`config.mk`:
```
export PLATFORM = sky130hd
export DESIGN_NAME = rr_code_arbiter_flat
export DESIGN_NICKNAME = d
export VERILOG_FILES = /design/src/rtl/rr_code_arbiter_if.sv /design/src/rtl/rr_code_arbiter.sv /design/src/flat_wrapper.sv
export SDC_FILE = /design/constraint.sdc
export NUM_CORES = 1
export LEC_CHECK = 0
export CAP_MARGIN = 0
export CELL_PAD_IN_SITES_DETAIL_PLACEMENT = 1
export CELL_PAD_IN_SITES_GLOBAL_PLACEMENT = 2
export CORE_UTILIZATION = 33
export CTS_CLUSTER_SIZE = 10
export DETAILED_ROUTE_END_ITERATION = 6
export HOLD_SLACK_MARGIN = 0.12
export PLACE_DENSITY_LB_ADDON = 0.25
export SYNTH_ARGS = -nofsm -noshare
export SYNTH_HDL_FRONTEND = slang
export SYNTH_SLANG_ARGS = --single-unit
```
`constraint.sdc`:
```
create_clock -name clk -period 8.8 [get_ports clk]
set_input_delay 0.88 -clock clk [delete_from_list [all_inputs] [get_ports clk]]
set_output_delay 0.88 -clock clk [all_outputs]
set_load 0.05 [all_outputs]
```
`src/rtl/rr_code_arbiter_if.sv`:
```
// ============================================================================
//  Module      : rr_code_arbiter_if
//  Description : Bundle for the eight-way round-robin code arbiter.
//                master : requester side. Drives req/done and watches
//                         code/valid/timeout.
//                slave  : arbiter side.
//  Signals     : req[7:0]  request vector, where bit i is requester i
//                done      release pulse from the current owner
//                code[2:0] index of the granted requester
//                valid     code is a live grant
//                timeout   one-cycle pulse when a grant is forcibly revoked
//  Revision    : 1.0  initial release
// ============================================================================
`default_nettype none

interface rr_code_arbiter_if;
   logic [7:0] req;
   logic       done;
   logic [2:0] code;
   logic       valid;
   logic       timeout;

   modport master (
      output req,
      output done,
      input  code,
      input  valid,
      input  timeout
   );

   modport slave (
      input  req,
      input  done,
      output code,
      output valid,
      output timeout
   );
endinterface

`default_nettype wire

```
`src/rtl/rr_code_arbiter.sv`:
```
// ============================================================================
//  Module      : rr_code_arbiter
//  Description : Eight-way round-robin arbiter. It emits the winner as a
//                3-bit code plus a valid flag, and that code feeds a 3-to-8
//                one-hot decoder. The owner keeps its grant until it pulses
//                done or drops its request. Every release leaves at least one
//                idle cycle before the next grant. All outputs are registered.
//  Ports       : clk         rising-edge clock
//                rst         synchronous, active-high reset
//                bus (slave) req/done in; code/valid/timeout out
//  Parameters  : MAX_HOLD    longest hold, in cycles, before a forced release
//                HOLD_W      width of the hold counter
//  Options     : ARB_TIMEOUT_EN. When this macro is defined, a grant that is
//                held for MAX_HOLD cycles is revoked and timeout pulses.
//                When it is undefined, timeout is tied to 0.
//  Revision    : 1.0  initial release
// ============================================================================
`default_nettype none

module rr_code_arbiter #(
   parameter int MAX_HOLD = 15,
   parameter int HOLD_W   = 4
) (
   input  wire logic          clk,
   input  wire logic          rst,
   rr_code_arbiter_if.slave   bus
);

   localparam logic [0:0] IDLE  = 1'b0;
   localparam logic [0:0] GRANT = 1'b1;

   // Reject a hold limit that the counter cannot reach.
   if (MAX_HOLD < 1 || MAX_HOLD > (2 ** HOLD_W) - 1) begin : g_bad_max_hold
      $error("rr_code_arbiter: MAX_HOLD out of range for HOLD_W");
   end

   logic [0:0]  r_state;
   logic [2:0]  r_ptr;
   logic [2:0]  r_code;
   logic        r_valid;

   logic [15:0] w_dbl;
   logic [7:0]  w_rot;
   logic [2:0]  w_off;
   logic [2:0]  w_winner;
   logic        w_any;
   logic        w_user_rel;
   logic        w_limit;

   // Rotate the request vector right by ptr. After the rotation, bit 0 is
   // requester ptr. The lowest set bit is therefore the first requester met
   // when scanning upward from ptr.
   always_comb begin
      w_dbl = {bus.req, bus.req} >> r_ptr;
      w_rot = w_dbl[7:0];
      w_off = 3'd0;
      for (int i = 7; i >= 0; i--) begin
         if (w_rot[i]) begin
            w_off = 3'(i);
         end
      end
      w_winner = r_ptr + w_off;
      w_any    = |bus.req;
   end

   // A normal release happens when the owner sends done or withdraws its request.
   assign w_user_rel = bus.done || !bus.req[r_code];

`ifdef ARB_TIMEOUT_EN
   logic [HOLD_W-1:0] r_hold;
   logic              r_timeout;

   // The counter sits at 0 while idle and counts each GRANT cycle.
   // Matching MAX_HOLD-1 here means that this edge would be the
   // MAX_HOLD-th edge of ownership.
   assign w_limit = (r_hold == HOLD_W'(MAX_HOLD - 1));

   always_ff @(posedge clk) begin
      if (rst) begin
         r_hold    <= '0;
         r_timeout <= 1'b0;
      end else begin
         // A normal release that lands on the limit edge does not report a timeout.
         r_timeout <= (r_state == GRANT) && !w_user_rel && w_limit;
         if (r_state == IDLE) begin
            r_hold <= '0;
         end else begin
            r_hold <= r_hold + 1'b1;
         end
      end
   end

   assign bus.timeout = r_timeout;
`else
   assign w_limit     = 1'b0;
   assign bus.timeout = 1'b0;
`endif

   always_ff @(posedge clk) begin
      if (rst) begin
         r_state <= IDLE;
         r_ptr   <= 3'd0;
         r_code  <= 3'd0;
         r_valid <= 1'b0;
      end else begin
         case (r_state)
            IDLE: begin
               if (w_any) begin
                  r_code  <= w_winner;
                  r_valid <= 1'b1;
                  r_state <= GRANT;
               end
            end
            GRANT: begin
               if (w_user_rel || w_limit) begin
                  r_valid <= 1'b0;
                  r_ptr   <= r_code + 3'd1;
                  r_state <= IDLE;
               end
            end
            default: begin
               r_state <= IDLE;
               r_valid <= 1'b0;
            end
         endcase
      end
   end

   assign bus.code  = r_code;
   assign bus.valid = r_valid;

endmodule

`default_nettype wire

```
`src/flat_wrapper.sv`:
```
// flat-port wrapper written by rule: the top's interface ports become plain ports
module rr_code_arbiter_flat 
#(
   parameter int MAX_HOLD = 15,
   parameter int HOLD_W   = 4
)
  (clk, rst, bus_req, bus_done, bus_code, bus_valid, bus_timeout);
  rr_code_arbiter_if bus_i ();
  input  wire logic clk;
  input  wire logic rst;
  input wire logic [$bits(bus_i.req)-1:0] bus_req;
  input wire logic [$bits(bus_i.done)-1:0] bus_done;
  output wire logic [$bits(bus_i.code)-1:0] bus_code;
  output wire logic [$bits(bus_i.valid)-1:0] bus_valid;
  output wire logic [$bits(bus_i.timeout)-1:0] bus_timeout;
  assign bus_i.req = bus_req;
  assign bus_i.done = bus_done;
  assign bus_code = bus_i.code;
  assign bus_valid = bus_i.valid;
  assign bus_timeout = bus_i.timeout;
  rr_code_arbiter #(.MAX_HOLD(MAX_HOLD), .HOLD_W(HOLD_W)) u_core (.clk(clk), .rst(rst), .bus(bus_i));
endmodule
```
==> results of run 1 <==
## cell usage after synthesis (2+ instances only)
master    instances
nor2_1           11
dfxtp_1           8
inv_1             8
a21oi_1           7
o21ai_0           4
buf_4             3
mux4_1            3
mux4_2            3
nand2_1           3
nand3_1           3
o21a_1            3
a211o_1           2
a211oi_1          2
clkbuf_1          2
ha_1              2
mux2i_1           2
nand2b_1          2
nor2b_1           2
nor3_1            2
nor3b_1           2
nor4_1            2
o21ai_1           2
o22ai_1           2
or3_1             2
xnor2_1           2
## layer usage
layer  wire length, µm  GRT usage  up-vias
li1                  -          -      438
met1              1225     0.2768      437
met2              1212     0.3092       12
met3                73    0.03279        0
met4                 0    0.01250        0
met5                 0          0        -
## report_power, final
part	internal [mW]	switching, mW
Combinational	0.0348	0.0405
Clock	0.0156	0.0127
Sequential	0.0410	0.0115
## layout make-up
class	instances	area, µm²
Tap cell	30	37.54
Inverter	10	38.79
Fill cell	327	1484
Timing Repair Buffer	14	140.1
Clock buffer	3	22.52
Sequential cell	8	160.2
Multi-Input combinational cell	83	684.4
## worst min-delay path, cell delays in order (launching register included)
cell      delay (ns)
dfxtp_1         0.33
inv_1           0.06
a21boi_1        0.05
## cells by family after synthesis
kind of cell               after synthesis  synth area share
other                                    1          0.004018
muxes                                    8            0.1783
AOI/OAI and AO/OA                       35            0.2909
buffers and inverters                   17           0.09516
xor gates and xnor gates                 2           0.01877
and+or+nand+nor                         34            0.1930
adders and majority gates                3           0.04825
DFF                                      8            0.1716
## worst max-delay path by stage
stage,from,end,slack [ns]
after detailed placement,bus_req[6],u_core.bus.code[2],4.73
after global routing,bus_req[0],u_core.bus.code[2],4.68
after floorplan,bus_req[1],u_core.bus.code[2],5.56
final,bus_req[6],u_core.bus.code[2],5.00
after global placement,bus_req[0],u_core.bus.code[2],4.73
after CTS,bus_req[6],u_core.bus.code[2],5.00
## state kept, by name, summed over array words and instances (netlist names)
name,count
u_core.bus.code,3
u_core.bus.valid,1
u_core.r_ptr,3
u_core.r_state,1
## metrics by stage
stage / cells / setup slack (ns)
after floorplan: 108 / 5.556
after global placement: 145 / 4.726
after detailed placement: 145 / 4.726
after CTS: 148 / 5.003
after global routing: 148 / 4.675
final: 148 / 4.999
==> impl_metrics.yaml, run 1 <==
finish:
  layout_commonest_cell: "clkdlybuf4s50_1"
  final_util: 0.4220
  final_area_mm2: 0.001084
  drive_gt1_frac: 0.1017
  diodes: 0
  area_delta_synth_final_pct: 16.09
  nNetsFinal: 134
  layout_common_cells: "14 x clkdlybuf4s50_1, 11 x nor2_1, 8 x inv_1, 8 x dfxtp_1, 7 x a21oi_1"
grt:
  grt_max_degree: 20
  grt_pass1_vias: 816
  overflow: 0
  grt_usage: 0.1916
  antenna_found_initial: 0
  grt_pass1_wl_mm: 4.105
setup_path:
  cp_max_fo: 7
  r2r_slack_ns: 5.49
  cp-start-kind: "input port"
  path_depth: 13
  r2r-end: "u_core.bus.code[2]"
  timing.rr.start: "u_core.r_ptr[0]"
  slowest_delay_ns: 0.56
  cp_num_buf_inv: 3
  path_cells: "clkdlybuf4s50_1, inv_2, o21ai_0, mux4_2, a311oi_1, a2bb2oi_1, ha_1, inv_1, fa_1, xnor2_1, nor4b_1, o221a_1, a311o_1"
  crit_slowest_cell: "clkdlybuf4s50_1"
  reg2reg_depth: 10
  critPathCaptureType: "register"
  critPathRequiredTime_ns: 8.94
  crit_arrival_ns: 3.94
  critPathKind: "input port to register"
  path_delay_family: "compound AO/OA/AOI/OAI gates"
floorplanning:
  fp-row-count: 18
  die_area_mm2: 0.003045
  core_area_mm2: 0.002567
  io_pins: 16
  die_w_um: 55.19
  start_util: 0.3635
  die_h_um: 55.19
hold_path:
  whs_endpoint: "u_core.r_state"
  hp-class: "register to register"
  min_from: "u_core.r_state"
  hold_path_depth: 2
synthesis:
  synth_cells: 108
  yosysTopAreaCellShare: 0.1716
  yosysWarnings: 0
  synth_area_leaders: "dfxtp_1 17%, mux4_1 8.4%, mux4_2 7.2%"
  synth-async-reset-ratio: 0
  syn_area_um2: 933.4
  synth_cell_types: 49
  yosysSeqAreaShare: 0.1716
  yosys.area.top_type: "dfxtp_1"
  syn_nets: 122
  synth_edf_count: 0
  ys_seq_elements: 8
  synthFlopType: "dfxtp_1"
  synth_area_per_cell_um2: 8.643
placement:
  place_area_mm2: 0.001061
  place_congestion: 0.8474
  numPortBuffers: 14
  post-dp-hpwl_mm: 1.918
job:
  maxCapViolCount: 0
pwr:
  leakage_nw: 0.3727
  irDropWorstVdd_v: 0.0001214
  powerDensity_mw_per_mm2: 144.1
  finalPower_mw: 0.1561
timing:
  rsz0062_at_grt: "false"
  holdWs_ns: 0.4888
  period_minus_slack_ns: 3.801
  tns_ns: 0
  worst_pin_slew_ns: 0.7219
  period_share: 0.4320
  drv_slew: 0
  fmax_mhz: 263.1
  setup_violations: 0
  fin_skew_ns: 0.003694
  slew_headroom: 0.5181
  finalHoldViolCount: 0
clocking:
  post_cts_resized: 0
  postCtsSetupBuffers: 0
  cts_tree: "built"
  cts_max_level: 1
  clock-sinks: 8
  cts.clk_slew.worst_paths_ns: 0.06
  insertion_delay_ns: 0.25
  cts_buffer_depth: 2
  postCtsHoldBufs: 0
  numCtsBuffers: 3
  root_buffer: "clkbuf_4"
detailed_routing:
  routed_wl_mm: 2.511
  routedWlPerCell_um: 16.97
  initialDrtViolationCount: 5
  drt_first_pass_iters: 4
  drc: 0
  ant_nets: 0
  viasPerCell: 5.993
  vias: 887
run_status:
  status: "finished clean"
(Power assumes the default switching activity.)
==> run 2: changes to the inputs <==
--- a/config.mk
+++ b/config.mk
@@ -8,7 +8,7 @@
 export CAP_MARGIN = 0
 export CELL_PAD_IN_SITES_DETAIL_PLACEMENT = 1
 export CELL_PAD_IN_SITES_GLOBAL_PLACEMENT = 2
-export CORE_UTILIZATION = 33
+export CORE_UTILIZATION = 31
 export CTS_CLUSTER_SIZE = 10
 export DETAILED_ROUTE_END_ITERATION = 6
 export HOLD_SLACK_MARGIN = 0.12
==> constraint.sdc (replaced) <==
create_clock -name clk -period 3.82 [get_ports clk]
set_input_delay 0.382 -clock clk [delete_from_list [all_inputs] [get_ports clk]]
set_output_delay 0.382 -clock clk [all_outputs]
set_load 0.05 [all_outputs]
==> run 2 against run 1 <==
  * The run now ends with design-rule violations left
  * Setup slack worse by 4.4 ns
  * Wire length up 1.2%
  * Core utilization is 3.0 points lower
  * Sequential share of layout area decreased by 0.22 points
  * Combinational power increased by 140%
  * Non-clock buffer count is 2 higher
  * Design area is 1.5% higher
  * Critical path type unchanged
  * Critical endpoint unchanged
  * Largest power group unchanged
==> impl_metrics.yaml, run 2 (same netlist as run 1, synthesis figures left out) <==
timing:
  period_share: 0.8495
  fmax_mhz: 308.2
  tns_ns: 0
  worst_pin_slew_ns: 0.5767
  drv_slew: 0
  finalHoldViolCount: 0
  fin_skew_ns: 0.0007139
  period_minus_slack_ns: 3.245
  slew_headroom: 0.6120
  setup_violations: 0
  rsz0062_at_grt: "false"
setup_path:
  cp-startpoint: "bus_req[0]"
  critPathKind: "input port to register"
  critPathRequiredTime_ns: 3.96
  cp_max_fo: 7
  timing.rr.start: "u_core.r_ptr[0]"
  cp-start-kind: "input port"
  crit_arrival_ns: 3.38
  critPathCaptureType: "register"
clocking:
  cts_max_level: 1
  cts_tree: "built"
  clock-sinks: 8
  numCtsBuffers: 3
  root_buffer: "clkbuf_4"
  post_cts_resized: 0
  postCtsSetupBuffers: 0
  cts_buffer_depth: 2
  cts.clk_slew.worst_paths_ns: 0.05
  postCtsHoldBufs: 0
  insertion_delay_ns: 0.25
detailed_routing:
  routed_wl_mm: 2.542
  drt_first_pass_iters: 6
  ant_nets: 0
  viasPerCell: 5.861
  routedWlPerCell_um: 16.83
  drc: 5
  vias: 885
  initialDrtViolationCount: 25
finish:
  fillers: 344
  drive_gt1_frac: 0.1167
  layout_common_cells: "14 x clkdlybuf4s50_1, 11 x nor2_1, 8 x inv_1, 8 x dfxtp_1, 7 x a21oi_1"
  layout_commonest_cell: "clkdlybuf4s50_1"
  area_delta_synth_final_pct: 17.83
  stdcell_count: 151
  seq_area_um2: 160.2
  final_util: 0.3921
  multi_input_area_um2: 684.4
  diodes: 0
  nNetsFinal: 136
pwr:
  leakage_nw: 0.3827
  irDropWorstVdd_v: 0.0001189
  finalPower_mw: 0.3632
  powerDensity_mw_per_mm2: 330.2
placement:
  post-dp-hpwl_mm: 2.054
  placed_cells: 148
  numPortBuffers: 14
  place_congestion: 0.8118
hold_path:
  hp-class: "register to register"
  min_from: "u_core.bus.valid"
floorplanning:
  die_h_um: 56.87
  core_area_mm2: 0.002805
  die_area_mm2: 0.003234
  start_util: 0.3327
  fp-row-count: 19
  io_pins: 16
  die_w_um: 56.87
grt:
  grt_max_degree: 14
  grt_usage: 0.1746
  overflow: 0
  grt_pass1_vias: 920
  antenna_found_initial: 0
  grt_pass1_wl_mm: 4.367
run_status:
  violations: "design-rule violations"
  status: "finished, violations left"
job:
  maxCapViolCount: 0
run 2: cell count changes in the layout (fill, tap and decap cells not counted):
cell,change
buf_4,+2
run 2: power breakdown:
part / switching, mW / total, mW / internal (mW)
sequential: 0.0243 / 0.119 / 0.0945
combinational: 0.0971 / 0.179 / 0.0824
clock: 0.0289 / 0.0649 / 0.0360
total: 0.150 / 0.363 / 0.213
run 2: worst paths after layout:
path	end	slack, ns	depth (start not counted)
setup / recovery	u_core.bus.code[2]	0.57	12
hold / removal	u_core.bus.valid	0.48	1
setup reg to reg	u_core.bus.code[2]	0.73	10
hold reg to reg	u_core.bus.valid	0.48	1
run 2: area by class of cell:
cell class | count | area share
multi-input combinational | 83 | 0.6223
sequential | 8 | 0.1456
timing repair buffer | 16 | 0.1411
inverter | 10 | 0.03527
tap | 31 | 0.03527
clock buffer | 3 | 0.02048
run 2: critical path, cell delays in order:
cell and delay [ns]:
clkdlybuf4s50_1 0.59, o21ai_0 0.12, mux4_2 0.47, a311oi_1 0.26, a2bb2oi_1 0.21, ha_1 0.16, inv_1 0.04, fa_1 0.37
xnor2_1 0.15, nor4b_1 0.17, o221a_1 0.14, a311o_1 0.31
run 2: through the flow:
stage,setup slack (ns),instance area (µm²),hold WS (ns)
floorplan,0.8683,933.4,0.4501
CTS,0.5625,1100,0.4856
global placement,0.3188,1077,0.4501
finish,0.5748,1100,0.4770
detailed placement,0.2956,1077,0.4723
global route,0.3857,1100,0.5132
run 2: layer usage:
| layer | up-vias | wire (µm) | share of wire | global-route usage |
|---|---|---|---|---|
| li1 | 439 | - | - | - |
| met1 | 438 | 1240 | 0.49 | 0.2387 |
| met2 | 8 | 1263 | 0.50 | 0.2976 |
| met3 | 0 | 38 | 0.015 | 0.02765 |
| met4 | 0 | 0 | 0 | 0.02091 |
| met5 | - | 0 | 0 | 0 |
